`src/rtl/keycode_event_queue.sv`:
```
// keycode_event_queue
// Watches NUM_CH raw HID keycode slots and turns changes in the held-key set
// into ordered press/release events. Consumers read the events through a
// small valid/ready FIFO, so they never have to poll the raw slots.
// Zero slots and repeated codes within one sample are ignored. A scan first
// emits every release in slot order and then every press in slot order.
module keycode_event_queue #(
    parameter int NUM_CH     = 4,
    parameter int KEY_W      = 8,
    parameter int FIFO_DEPTH = 8
) (
    input  logic                        clk_clk,
    input  logic                        reset_reset_n,
    input  logic [NUM_CH*KEY_W-1:0]     kc_in,
    output logic                        evt_valid,
    input  logic                        evt_ready,
    output logic [KEY_W-1:0]            evt_code,
    output logic                        evt_press,
    output logic [$clog2(FIFO_DEPTH):0] fifo_level,
    output logic [$clog2(NUM_CH+1)-1:0] keys_held,
    output logic                        busy,
    output logic                        ovf,
    input  logic                        ovf_clr
);

    localparam int VW = NUM_CH * KEY_W;
    localparam int IW = (NUM_CH > 1) ? $clog2(NUM_CH) : 1;
    localparam int AW = $clog2(FIFO_DEPTH);
    localparam int LW = AW + 1;
    localparam int HW = $clog2(NUM_CH + 1);

    typedef enum logic [1:0] {
        S_IDLE,
        S_SCAN_REL,
        S_SCAN_PRS
    } state_t;

    // Returns the keycode held in slot i of a packed slot vector.
    function automatic logic [KEY_W-1:0] slotOf(input logic [VW-1:0] v, input int i);
        return v[i*KEY_W +: KEY_W];
    endfunction

    // A slot counts only if it is nonzero and is the first slot holding its code.
    function automatic logic isEffective(input logic [VW-1:0] v, input int i);
        logic [KEY_W-1:0] code;
        logic             eff;
        code = slotOf(v, i);
        eff  = (code != '0);
        for (int j = 0; j < NUM_CH; j++) begin
            if (j < i && slotOf(v, j) == code) begin
                eff = 1'b0;
            end
        end
        return eff;
    endfunction

    // True when the given code appears in any slot of the vector.
    function automatic logic containsCode(input logic [VW-1:0] v, input logic [KEY_W-1:0] code);
        logic found;
        found = 1'b0;
        for (int j = 0; j < NUM_CH; j++) begin
            if (slotOf(v, j) == code) begin
                found = 1'b1;
            end
        end
        return found;
    endfunction

    // Number of distinct nonzero codes in a slot vector.
    function automatic logic [HW-1:0] countEffective(input logic [VW-1:0] v);
        logic [HW-1:0] cnt;
        cnt = '0;
        for (int i = 0; i < NUM_CH; i++) begin
            if (isEffective(v, i)) begin
                cnt = cnt + HW'(1);
            end
        end
        return cnt;
    endfunction

    state_t             r_state;
    state_t             w_state_nxt;
    logic [VW-1:0]      r_kc_q;
    logic [VW-1:0]      r_snap;
    logic [VW-1:0]      r_new_q;
    logic [IW-1:0]      r_idx;
    logic [HW-1:0]      r_keys_held;

    logic               w_latch;
    logic               w_commit;
    logic               w_push;
    logic [KEY_W-1:0]   w_push_code;
    logic               w_push_press;
    logic               w_idx_last;
    logic [KEY_W-1:0]   w_snap_code;
    logic [KEY_W-1:0]   w_new_code;

    logic [KEY_W:0]     r_mem [FIFO_DEPTH];
    logic [AW-1:0]      r_wr_ptr;
    logic [AW-1:0]      r_rd_ptr;
    logic [LW-1:0]      r_level;
    logic               r_ovf;
    logic               r_evt_valid;
    logic [KEY_W-1:0]   r_evt_code;
    logic               r_evt_press;

    logic               w_pop;
    logic               w_full;
    logic               w_push_ok;
    logic               w_drop;
    logic [AW-1:0]      w_rd_next;
    logic [LW-1:0]      w_remain;

    assign w_idx_last  = (r_idx == IW'(NUM_CH - 1));
    assign w_snap_code = slotOf(r_snap, int'(r_idx));
    assign w_new_code  = slotOf(r_new_q, int'(r_idx));

    // Scan state register.
    always_ff @(posedge clk_clk or negedge reset_reset_n) begin
        if (!reset_reset_n) begin
            r_state <= S_IDLE;
        end else begin
            r_state <= w_state_nxt;
        end
    end

    // Scan sequencing: latch a changed set, walk old slots for releases, then new slots for presses.
    always_comb begin
        w_state_nxt  = r_state;
        w_latch      = 1'b0;
        w_commit     = 1'b0;
        w_push       = 1'b0;
        w_push_code  = '0;
        w_push_press = 1'b0;
        case (r_state)
            S_IDLE: begin
                if (r_kc_q != r_snap) begin
                    w_latch     = 1'b1;
                    w_state_nxt = S_SCAN_REL;
                end
            end
            S_SCAN_REL: begin
                if (isEffective(r_snap, int'(r_idx)) && !containsCode(r_new_q, w_snap_code)) begin
                    w_push       = 1'b1;
                    w_push_code  = w_snap_code;
                    w_push_press = 1'b0;
                end
                if (w_idx_last) begin
                    w_state_nxt = S_SCAN_PRS;
                end
            end
            S_SCAN_PRS: begin
                if (isEffective(r_new_q, int'(r_idx)) && !containsCode(r_snap, w_new_code)) begin
                    w_push       = 1'b1;
                    w_push_code  = w_new_code;
                    w_push_press = 1'b1;
                end
                if (w_idx_last) begin
                    w_commit    = 1'b1;
                    w_state_nxt = S_IDLE;
                end
            end
            default: begin
                w_state_nxt = S_IDLE;
            end
        endcase
    end

    // Input sampling, latched scan target, slot index and committed snapshot.
    always_ff @(posedge clk_clk or negedge reset_reset_n) begin
        if (!reset_reset_n) begin
            r_kc_q      <= '0;
            r_snap      <= '0;
            r_new_q     <= '0;
            r_idx       <= '0;
            r_keys_held <= '0;
        end else begin
            r_kc_q <= kc_in;
            if (w_latch) begin
                r_new_q <= r_kc_q;
                r_idx   <= '0;
            end else if (r_state != S_IDLE) begin
                r_idx <= w_idx_last ? '0 : r_idx + IW'(1);
            end
            if (w_commit) begin
                r_snap      <= r_new_q;
                r_keys_held <= countEffective(r_new_q);
            end
        end
    end

    assign w_pop     = r_evt_valid & evt_ready;
    assign w_full    = (r_level == LW'(FIFO_DEPTH));
    assign w_push_ok = w_push & (~w_full | w_pop);
    assign w_drop    = w_push & w_full & ~w_pop;
    assign w_rd_next = r_rd_ptr + AW'(w_pop);
    assign w_remain  = r_level - LW'(w_pop);

    // FIFO pointers, occupancy and the sticky overflow flag (a drop beats a clear).
    always_ff @(posedge clk_clk or negedge reset_reset_n) begin
        if (!reset_reset_n) begin
            r_wr_ptr <= '0;
            r_rd_ptr <= '0;
            r_level  <= '0;
            r_ovf    <= 1'b0;
        end else begin
            if (w_push_ok) begin
                r_wr_ptr <= r_wr_ptr + AW'(1);
            end
            r_rd_ptr <= w_rd_next;
            r_level  <= r_level + LW'(w_push_ok) - LW'(w_pop);
            if (w_drop) begin
                r_ovf <= 1'b1;
            end else if (ovf_clr) begin
                r_ovf <= 1'b0;
            end
        end
    end

    // Event storage; a slot is written only when it is free or its old entry is popping.
    always_ff @(posedge clk_clk) begin
        if (w_push_ok) begin
            r_mem[r_wr_ptr] <= {w_push_press, w_push_code};
        end
    end

    // Registered head: shows the oldest entry already stored before this edge and holds while stalled or empty.
    always_ff @(posedge clk_clk or negedge reset_reset_n) begin
        if (!reset_reset_n) begin
            r_evt_valid <= 1'b0;
            r_evt_code  <= '0;
            r_evt_press <= 1'b0;
        end else begin
            r_evt_valid <= (w_remain != '0);
            if (w_remain != '0) begin
                r_evt_code  <= r_mem[w_rd_next][KEY_W-1:0];
                r_evt_press <= r_mem[w_rd_next][KEY_W];
            end
        end
    end

    assign evt_valid  = r_evt_valid;
    assign evt_code   = r_evt_code;
    assign evt_press  = r_evt_press;
    assign fifo_level = r_level;
    assign keys_held  = r_keys_held;
    assign busy       = (r_state != S_IDLE);
    assign ovf        = r_ovf;

endmodule

```
`config.mk`:
```
export PLATFORM = sky130hd
export DESIGN_NAME = keycode_event_queue
export DESIGN_NICKNAME = d
export VERILOG_FILES = /design/src/rtl/keycode_event_queue.sv
export SDC_FILE = /design/constraint.sdc
export NUM_CORES = 1
export LEC_CHECK = 0
export BUFFER_PORTS_ARGS = -buffer_cell sky130_fd_sc_hd__buf_2
export CORE_UTILIZATION = 55
export DETAILED_ROUTE_END_ITERATION = 6
export GPL_ROUTABILITY_DRIVEN = 0
export HOLD_SLACK_MARGIN = 0.02
export PLACE_DENSITY = 0.72
export SETUP_SLACK_MARGIN = 0.15
export SKIP_LAST_GASP = 1
export SYNTH_ARGS = -nofsm -noshare
export SYNTH_HDL_FRONTEND = slang
export SYNTH_SLANG_ARGS = --single-unit
```
`constraint.sdc`:
```
create_clock -name clk_clk -period 4 [get_ports clk_clk]
set_input_delay 0.8 -clock clk_clk [delete_from_list [all_inputs] [get_ports clk_clk]]
set_output_delay 0.8 -clock clk_clk [all_outputs]
set_load 0.05 [all_outputs]
```
==> flow_summary.ini, run 1 <==
[logic_synthesis]
ys_flop_type = sky130_fd_sc_hd__dfrtp_1
synthesis.area_per_instance_um2 = 12.46
syn-cell-area_um2 = 10970
synth_top_family_by_area = multiplexers
ys.warnings.count = 0
mappedNetlistNets = 936
yosysUniqueCellTypes = 58
sequential_fraction_of_the_synthesis_area = 0.4798
yosysTopAreaCell = sky130_fd_sc_hd__dfrtp_1
synth_cells = 881
complex_gate_fraction_of_the_synthesized_area = 0.04424
post_synth_and_or_nand_nor_area_fraction = 0.07480
synth_top_area_share = 0.2828
post_synthesis_async_set_or_reset_flop_share = 0.6327
synth-adder-area-share = 0.02235
xor_xnor_share_of_the_synthesized_area = 0.1652
synth.area.top_cells = sky130_fd_sc_hd__dfrtp_1 (28%), sky130_fd_sc_hd__edfxtp_1 (20%), sky130_fd_sc_hd__xor2_1 (10%), sky130_fd_sc_hd__mux2_2 (7.0%), sky130_fd_sc_hd__mux4_2 (6.6%)
synth-edff-count = 72
muxShareOfSynthArea = 0.1666
yosys_register_bits = 196

[power]
seq_power_share = 0.415
clock_power_share = 0.266
vdd_drop_max_uv = 306.6
internal_power_mw = 4.261
power_density_nw_per_um2 = 515.4
comb_power_frac = 0.319
power.switching_fraction = 0.3387
power_leakage_nw = 5.112
total_switching_power_mw = 2.182

[global_route]
global_route.usage.total = 0.2965
largest_net_degree_at_the_start_of_global_routing = 91
number_of_antenna_violations_at_the_first_check_in_global_routing = 0
grt_pass1_vias = 7500
grt_first_pass_wirelength_mm = 43.93
grt_remaining_overflow = 0

[cells_and_area]
final_nets = 1000
n_fill_cell = 1514
drive_above_1_share = 0.3100
mostFrequentLayoutCells = sky130_fd_sc_hd__xor2_1 (126), sky130_fd_sc_hd__dfrtp_1 (122), sky130_fd_sc_hd__xnor2_1 (81)
design_area_um2 = 12500
area_growth_pct = 13.91
diodes = 0
final_common_cell = sky130_fd_sc_hd__xor2_1

[timing]
fin_crit_sh = 0.9412
maxSlewViolCount = 0
setup_viol_count_final = 0
final.min_clock_period_ns = 3.765
report.final.hold_viol_count = 0
finalClockSkew_ns = 0.01281
slew_headroom = 0.3885
timing_worst_slew_pin_value_ns = 0.9152
final.setup.tns_ns = 0
rsz_0062_raised_after_global_routing = no
max_freq_mhz = 265.6

[clock_tree]
cts.root.buffer_cell = sky130_fd_sc_hd__clkbuf_16
cts_hold_buffers = 0
clock_path_buffers = 2
ctsHtreeMaxLevel = 4
tritoncts = done
cts-buffers-inserted = 17
clk_latency_ns = 0.44
clkSinkCount = 196
clkSlewWorstSetupHoldPaths_ns = 0.07

[placed_design]
portBuffers = 54
dpl.hpwl_mm = 20.39
place_area_um2 = 11760

[floorplan]
start_util = 0.5620
placeable_area_um2 = 19530
design.die.area_um2 = 20520
dieWidth_um = 143.2
design.portCount = 55
floorplan.rows = 51
die_height_um = 143.2

[worst_setup_path]
path_max_fanout = 7
timing.reg2reg.setup_slack_ns = 0.24
worstPathRequired_ns = 4.33
classification_of_the_worst_setup_path = reg -> reg
critical_path_arrival_ns = 4.09
rr_endpoint = fifo_level[2]
crit_path_start_kind = flop
rr_worst_depth = 14
setup.worst_path.end_class = flop
worstReg2RegStart = r_idx[0]

[route]
drtIter0Drc = 679
dr.pass1.iters = 5
wl_per_cell_um = 23.25
drc = 0
vias = 7476
finalWirelength_mm = 28.44
detail_route.vias_per_cell = 6.113
antenna_left = 0

[status]
outcome = finished, final reports clean

[job]
max-cap-violations = 0

[min_path]
worst_hold_path_type = in -> async
==> kinds of logic (layout without fill, tap and decap cells) <==
| kind of cell | after synthesis | count (layout) |
|---|---|---|
| xor gates and xnor gates | 207 | 207 |
| adders and majority gates | 19 | 19 |
| AOI/OAI and AO/OA | 72 | 72 |
| and+or+nand+nor | 145 | 145 |
| DFF | 196 | 196 |
| buffers and inverters | 110 | 187 |
| muxes | 132 | 132 |
==> layer usage <==
metal  vias to the layer above  track usage  share of wire
met5                         -            0              0
met4                         0       0.1697          0.057
met3                       109      0.04594          0.061
met2                       352       0.4891           0.48
met1                      3758       0.3727           0.40
li1                       3257            -              -
==> through the flow <==
| step | std cells | util | power (mW) | worst slack, ns | hold WS (ns) |
|---|---|---|---|---|---|
| final | 1223 | 0.6401 | 6.442 | 0.2353 | 0.4048 |
| after global routing | 1223 | 0.6401 | 6.754 | 0.1454 | 0.4414 |
| after CTS | 1215 | 0.6321 | 6.495 | 0.1699 | 0.4456 |
| after detailed placement | 1183 | 0.6021 | 4.785 | 0.1338 | 0.4746 |
| after global placement | 1183 | 0.6021 | 4.701 | 0.1714 | 0.4548 |
| after floorplan | 881 | - | 4.171 | 0.4315 | 0.4751 |
==> critical path, stage by stage (launching register included) <==
cell	delay (ns)
sky130_fd_sc_hd__dfrtp_4	0.46
sky130_fd_sc_hd__buf_4	0.20
sky130_fd_sc_hd__buf_4	0.14
sky130_fd_sc_hd__mux4_2	0.61
sky130_fd_sc_hd__xor2_1	0.20
sky130_fd_sc_hd__nor4_1	0.29
sky130_fd_sc_hd__nand2_1	0.10
sky130_fd_sc_hd__o21ai_0	0.14
sky130_fd_sc_hd__nor4_2	0.09
sky130_fd_sc_hd__buf_4	0.17
sky130_fd_sc_hd__o211a_1	0.24
sky130_fd_sc_hd__mux2_4	0.26
sky130_fd_sc_hd__ha_1	0.21
sky130_fd_sc_hd__fa_1	0.39
sky130_fd_sc_hd__xnor2_1	0.14
==> power groups by stage <==
stage               logic [mW]  registers [mW]  clock network, mW
floorplan                 1.27            2.90                  0
global placement          2.00            2.70                  0
detailed placement        2.07            2.72                  0
CTS                       2.07            2.68               1.74
global route              2.22            2.72               1.81
finish                    2.05            2.68               1.71
==> area by class of cell <==
| cell class | count | area (um2) | share of cell area |
|---|---|---|---|
| Sequential cell | 196 | 5270 | 0.4216 |
| Multi-Input combinational cell | 575 | 5265 | 0.4212 |
| Clock buffer | 19 | 442.9 | 0.03544 |
| Tap cell | 265 | 331.6 | 0.02653 |
| Clock inverter | 13 | 140.1 | 0.01121 |
| Inverter | 15 | 56.30 | 0.004505 |
| Timing Repair Buffer | 140 | 993.5 | 0.07948 |
==> state kept, by name, summed over array words and instances (netlist names) <==
register	cells
evt_code	8
r_kc_q	32
r_rd_ptr	3
evt_press	1
r_wr_ptr	3
r_snap	32
ovf	1
r_new_q	32
r_idx	2
evt_valid	1
fifo_level	4
r_mem	72
keys_held	3
r_state	2
==> worst max path at each step <==
stage,startpoint,endpoint,slack (ns),cells past startpoint
global placement,r_idx[0],fifo_level[2],0.17,13
finish,r_idx[0],fifo_level[2],0.24,14
CTS,r_idx[0],fifo_level[2],0.17,13
global route,r_idx[0],fifo_level[2],0.15,14
detailed placement,r_idx[0],fifo_level[2],0.13,13
floorplan,r_idx[0],fifo_level[2],0.43,16
==> synth_stat cells, drive strengths merged, types with 18 or more instances <==
library cell / number
xor2: 126
dfrtp: 124
xnor2: 81
edfxtp: 72
mux2: 70
clkbuf: 55
buf: 40
nor4: 33
mux4: 32
mux2i: 30
nand2: 27
nor2: 23
a21oi: 22
o21ai: 19
ha: 18
==> repair_timing <==
action / in CTS / in global routing
resized for setup: 1 / 14
cloned: 0 / 1
pin swaps: 0 / 1
buffers inserted: 0 / 7
setup endpoints to repair: 1 / 3
Note: power is estimated with default switching activity, not from simulation.
==> run 2, diff against run 1 <==
MAX_ROUTING_LAYER = met4   (was default)
PLACE_DENSITY = 0.75   (was 0.72)
clock period = 3.05 ns   (was 4 ns; I/O delays follow)
==> run 2 against run 1 <==
The run now ends with negative setup slack left. Die area unchanged. Clock skew rose by 0.0082 ns. Power grew 40%. Routed wire length increased by 4.8%. Register-to-register slack lost 0.76 ns. Sequential power grew 31%. Global-route usage rose by 1.9 points. Largest power group unchanged. Critical endpoint unchanged. Final cell count increased by 6.6%. Critical path depth grew 2. Sequential share of layout area fell by 2.9 points. Clock-buffer cell count shrank 2. Flip-flop and latch count is the same.
==> flow_summary.ini, run 2 (same netlist as run 1, synthesis figures left out) <==
[status]
outcome = finished with violations
failed_checks = negative setup slack

[worst_setup_path]
worstPathRequired_ns = 3.38
setup.worst_path.end_class = flop
slowest_stage = sky130_fd_sc_hd__mux4_2
crit_path_start_kind = flop
path_max_fanout = 10
rr_endpoint = fifo_level[2]
timing.reg2reg.setup_slack_ns = -0.52
critical_path.startpoint = r_idx[0]
critical_path_arrival_ns = 3.90
crit_chain = buf_12 > mux4_2 > buf_12 > xnor2_1 > nor4_2 > buf_4 > nand2_1 > nand4_1 > nor4_2 > buf_4 > buf_4 > o211a_1 > mux2_4 > ha_4 > fa_2 > xnor2_1
worstReg2RegStart = r_idx[0]
critical_path.max_stage_delay_ns = 0.55
classification_of_the_worst_setup_path = reg -> reg
critical_path.most_common_cell = sky130_fd_sc_hd__buf_4
rr_worst_depth = 16

[min_path]
worst_hold_path_type = in -> async

[power]
comb_power_frac = 0.330
power_density_nw_per_um2 = 670.9
total_switching_power_mw = 3.001
clock_power_share = 0.278
power.switching_fraction = 0.3337
p_total_mw = 8.994
seq_power_share = 0.392
power_leakage_nw = 5.603
internal_power_mw = 5.993
vdd_drop_max_uv = 398.5

[timing]
max_freq_mhz = 279.8
timing_worst_slew_pin_value_ns = 0.6740
final.min_clock_period_ns = 3.574
slew_headroom = 0.5447
setup_viol_count_final = 142
fin_crit_sh = 1.172
report.final.hold_viol_count = 0
final.setup.worst_slack_ns = -0.5244
finalClockSkew_ns = 0.02096
maxSlewViolCount = 0
rsz_0062_raised_after_global_routing = yes
final.setup.tns_ns = -44.05

[floorplan]
placeable_area_um2 = 19530
start_util = 0.5620
die_height_um = 143.2
design.die.area_um2 = 20520
design.portCount = 55
dieWidth_um = 143.2
floorplan.rows = 51

[route]
detail_route.vias_per_cell = 5.925
wl_per_cell_um = 22.84
antenna_left = 0
dr.pass1.iters = 5
finalWirelength_mm = 29.79
vias = 7726
drtIter0Drc = 532
drc = 0

[placed_design]
portBuffers = 54
dpl.hpwl_mm = 21.27
dpl_worst_slack_ns = -0.5413

[clock_tree]
clk_latency_ns = 0.44
ctsHtreeMaxLevel = 4
clkSinkCount = 196
tritoncts = done
clkSlewWorstSetupHoldPaths_ns = 0.08
cts.root.buffer_cell = sky130_fd_sc_hd__clkbuf_16
cts_hold_buffers = 0
cts-buffers-inserted = 17
clock_path_buffers = 2

[cells_and_area]
final_nets = 1081
final_common_cell = sky130_fd_sc_hd__buf_4
final_core_util = 0.6866
mostFrequentLayoutCells = sky130_fd_sc_hd__buf_4 (148), sky130_fd_sc_hd__xor2_1 (126), sky130_fd_sc_hd__dfrtp_1 (123)
diodes = 0
largest_reg_flops = 72
area_growth_pct = 22.18
top_register = r_mem
drive_above_1_share = 0.3879

[global_route]
global_route.usage.total = 0.3158
grt_remaining_overflow = 0
grt_first_pass_wirelength_mm = 45.09
grt_pass1_vias = 7855
largest_net_degree_at_the_start_of_global_routing = 52
number_of_antenna_violations_at_the_first_check_in_global_routing = 0

[job]
max-cap-violations = 0
==> run 2: cell count changes in the layout (fill, tap and decap cells not counted), moves of 3 or more <==
cell / delta
sky130_fd_sc_hd__nor4_1: -4
sky130_fd_sc_hd__a22oi_1: -7
sky130_fd_sc_hd__clkinv_8: +3
sky130_fd_sc_hd__a22oi_2: +7
sky130_fd_sc_hd__nor4_2: +4
sky130_fd_sc_hd__buf_12: +8
sky130_fd_sc_hd__buf_4: +68
sky130_fd_sc_hd__clkinv_4: -4
sky130_fd_sc_hd__nor2b_1: -8
sky130_fd_sc_hd__nor2b_4: +4
sky130_fd_sc_hd__bufinv_16: +3
sky130_fd_sc_hd__nor2b_2: +4
sky130_fd_sc_hd__and4b_1: -3
sky130_fd_sc_hd__and4b_2: +3
==> run 2: power groups by stage <==
stage	registers [mW]	logic (mW)	clock network, mW
floorplan	3.81	1.68	0
global placement	3.50	2.73	0
detailed placement	3.55	2.85	0
CTS	3.52	2.92	2.53
global route	3.57	3.18	2.63
finish	3.52	2.97	2.50
==> run 2: metal layers <==
layer | vias up | part of all wire | global-route usage
met2 | 378 | 0.49 | 0.5091
met1 | 3817 | 0.39 | 0.3781
met3 | 108 | 0.066 | 0.04863
li1 | 3423 | - | -
met5 | - | 0 | -
met4 | 0 | 0.053 | 0.1848
==> run 2: worst max-delay path by stage <==
stage / end / slack, ns / cells past startpoint
5_1_grt: fifo_level[3] / -0.65 / 18
3_5_place_dp: fifo_level[2] / -0.54 / 13
6_report: fifo_level[2] / -0.52 / 16
2_1_floorplan: fifo_level[2] / -0.35 / 14
4_1_cts: fifo_level[2] / -0.51 / 16
3_3_place_gp: fifo_level[2] / -0.43 / 13
==> run 2: metrics by stage <==
| step | instance area [um2] | hold WS, ns | instances |
|---|---|---|---|
| after detailed placement | 12420 | 0.4771 | 1253 |
| after global placement | 12420 | 0.4641 | 1253 |
| after global routing | 13410 | 0.1482 | 1304 |
| after floorplan | 11040 | 0.3144 | 881 |
| after CTS | 13300 | 0.1352 | 1299 |
| final | 13410 | 0.1210 | 1304 |
==> run 2: area by class of cell <==
cell class,count,area (um2)
Timing Repair Buffer,217,1662
Fill cell,1427,6120
Sequential cell,196,5266
Clock inverter,15,236.5
Tap cell,265,331.6
Multi-Input combinational cell,579,5416
Inverter,15,68.82
Clock buffer,17,425.4
==> run 2: critical path: cells and delay by family (launching register included) <==
| family | cells | cell delay (ns) |
|---|---|---|
| multiplexers | 2 | 0.82 |
| buffers and inverters | 5 | 0.74 |
| adder cells (fa/ha/maj) | 2 | 0.49 |
| AND/OR/NAND/NOR | 4 | 0.48 |
| flip-flops | 1 | 0.39 |
| XOR/XNOR | 2 | 0.30 |
| AO/OA/AOI/OAI | 1 | 0.22 |
==> run 2: timing repair <==
item | 4_1_cts | 5_1_grt
setup buffers | 11 | 4
endpoints found under the setup margin | 145 | 155
cloned | 3 | 1
gates resized for setup | 27 | 15
pin swaps | 9 | 2
==> run 3, diff against run 2 <==
CORE_UTILIZATION = 45   (was 55)
PLACE_DENSITY = 0.63   (was 0.75)
==> run 3 against run 2 <==
The flow still finishes with violations (negative setup slack). Worst setup slack got worse by 0.11 ns. Combinational power increased by 2%. Utilization decreased by 10 points. Global-route usage decreased by 5.2 points. Final cell count increased by 6.7%. Clock skew decreased by 0.0072 ns. Critical path type unchanged. Largest power group unchanged.
==> flow_summary.ini, run 3 (same netlist as run 1, synthesis figures left out) <==
[worst_setup_path]
critical_path.most_common_cell = sky130_fd_sc_hd__a2111oi_2
crit_chain = buf_12 > mux4_2 > xnor2_1 > nand4_1 > a2111oi_2 > a2111oi_2 > nor4bb_4 > buf_4 > o211a_1 > mux2_4 > ha_4 > fa_2 > xnor2_2
worst-path-buf-inv = 2
worstPathRequired_ns = 3.39
crit_path_start_kind = flop
critical_path_arrival_ns = 4.03
path_max_fanout = 6
slowest_stage = sky130_fd_sc_hd__mux4_2
crit_family = multiplexers
setup.worst_path.end_class = flop
classification_of_the_worst_setup_path = reg -> reg
critical_path.max_stage_delay_ns = 0.55

[clock_tree]
cts.root.buffer_cell = sky130_fd_sc_hd__clkbuf_16
tritoncts = done
clk_latency_ns = 0.45
cts-buffers-inserted = 17
clock_path_buffers = 2
clkSinkCount = 196
ctsHtreeMaxLevel = 4
clkSlewWorstSetupHoldPaths_ns = 0.08

[cells_and_area]
n_fill_cell = 1970
area_growth_pct = 26.21
final_nets = 1114
drive_above_1_share = 0.4142
top_register = r_mem
mostFrequentLayoutCells = sky130_fd_sc_hd__buf_4 (169), sky130_fd_sc_hd__dfrtp_1 (123), sky130_fd_sc_hd__xor2_1 (122)
largest_reg_flops = 72
final_common_cell = sky130_fd_sc_hd__buf_4
diodes = 0

[timing]
report.final.hold_viol_count = 0
final.min_clock_period_ns = 3.688
setup_viol_count_final = 142
finalClockSkew_ns = 0.01380
final.setup.worst_slack_ns = -0.6377
max_freq_mhz = 271.2
rsz_0062_raised_after_global_routing = yes
timing_worst_slew_pin_value_ns = 0.8057
slew_headroom = 0.4617
final.setup.tns_ns = -53.40
fin_crit_sh = 1.209
maxSlewViolCount = 0

[global_route]
grt_first_pass_wirelength_mm = 46.06
largest_net_degree_at_the_start_of_global_routing = 52
number_of_antenna_violations_at_the_first_check_in_global_routing = 0
grt_pass1_vias = 7866
grt_remaining_overflow = 0
global_route.usage.total = 0.2634

[job]
max-cap-violations = 0

[power]
vdd_drop_max_uv = 502.9
power_leakage_nw = 5.815
power_density_nw_per_um2 = 638.9
p_total_mw = 8.848

[route]
drc = 0
detail_route.vias_per_cell = 5.569
wl_per_cell_um = 21.60
drtIter0Drc = 485
dr.pass1.iters = 5
highest_layer = met4
finalWirelength_mm = 30.04
vias = 7747
wl_met1_mm = 12.38
met2RoutedLength_mm = 14.61
antenna_left = 0
dr_wl_met3_mm = 1.689

[min_path]
worst_hold_path_type = in -> async

[floorplan]
start_util = 0.4633
floorplan.rows = 56
design.portCount = 55
design.die.area_um2 = 25010
die_height_um = 158.2
dieWidth_um = 158.2
placeable_area_um2 = 23680

[placed_design]
dpl.hpwl_mm = 21.87
portBuffers = 54
dpl_worst_slack_ns = -0.7120

[status]
failed_checks = negative setup slack
outcome = finished with violations
[run 3: cell types whose count changed in the layout (fill, tap and decap cells not counted), sizes merged, moves of 2 or more]
cell,change
buf,+36
inv,+5
bufinv,-4
clkinvlp,-2
[run 3: worst register-to-register path: cells and delay by family, from the launching register on]
kind / cells / cell delay (ns)
adder cells (fa/ha/maj): 2 / 0.51
multiplexers: 2 / 0.82
AND/OR/NAND/NOR: 2 / 0.41
AO/OA/AOI/OAI: 3 / 0.64
buffers and inverters: 2 / 0.33
XOR/XNOR: 2 / 0.36
flip-flops: 1 / 0.51
[run 3: worst paths after layout]
kind / endpoint / slack [ns] / startpoint / cells past startpoint
min reg2reg: keys_held[2] / 0.49 / keys_held[2] / 2
max reg2reg: fifo_level[2] / -0.64 / r_idx[0] / 13
max in group asynchronous: r_snap[14] / 2.20 / reset_reset_n / 2
min: fifo_level[1] / 0.11 / reset_reset_n / 1
max: fifo_level[2] / -0.64 / r_idx[0] / 13
min in group clk_clk: r_kc_q[2] / 0.25 / kc_in[2] / 1
[run 3: metrics by stage]
stage               std cells  hold WS [ns]  utilization  instance area (um2)
floorplan                 881        0.3144            -                11040
global placement         1332        0.4690       0.5361                12700
detailed placement       1332        0.4748       0.5361                12700
CTS                      1381        0.1294       0.5779                13690
global route             1391        0.1265       0.5848                13850
finish                   1391        0.1102       0.5848                13850
[run 3: report_power, final]
part | leakage [nW] | internal [mW] | switching (mW) | total (mW)
registers | 2.10 | 3.25 | 0.228 | 3.48
logic | 3.41 | 1.39 | 1.62 | 3.02
clock network | 0.305 | 1.15 | 1.20 | 2.35
total | 5.81 | 5.79 | 3.06 | 8.85
[run 3: area by class of cell]
cell class	count	area [um2]	area share
Inverter	15	68.82	0.004969
Tap cell	319	399.1	0.02882
Clock inverter	15	198.9	0.01436
Clock buffer	17	425.4	0.03072
Timing Repair Buffer	254	2026	0.1463
Multi-Input combinational cell	575	5463	0.3944
Sequential cell	196	5269	0.3804
[run 3: routing by layer]
metal | global-route usage | vias up
met2 | 0.4323 | 298
met5 | - | -
met1 | 0.3171 | 3871
met4 | 0.1209 | 0
li1 | - | 3479
met3 | 0.04517 | 99
[run 3: what timing repair did]
item | CTS | global route
resized for setup | 53 | 17
pin swaps | 11 | 8
setup endpoints to repair | 155 | 154
hold buffers | 0 | 0
cloned | 0 | 0
setup buffers | 17 | 10
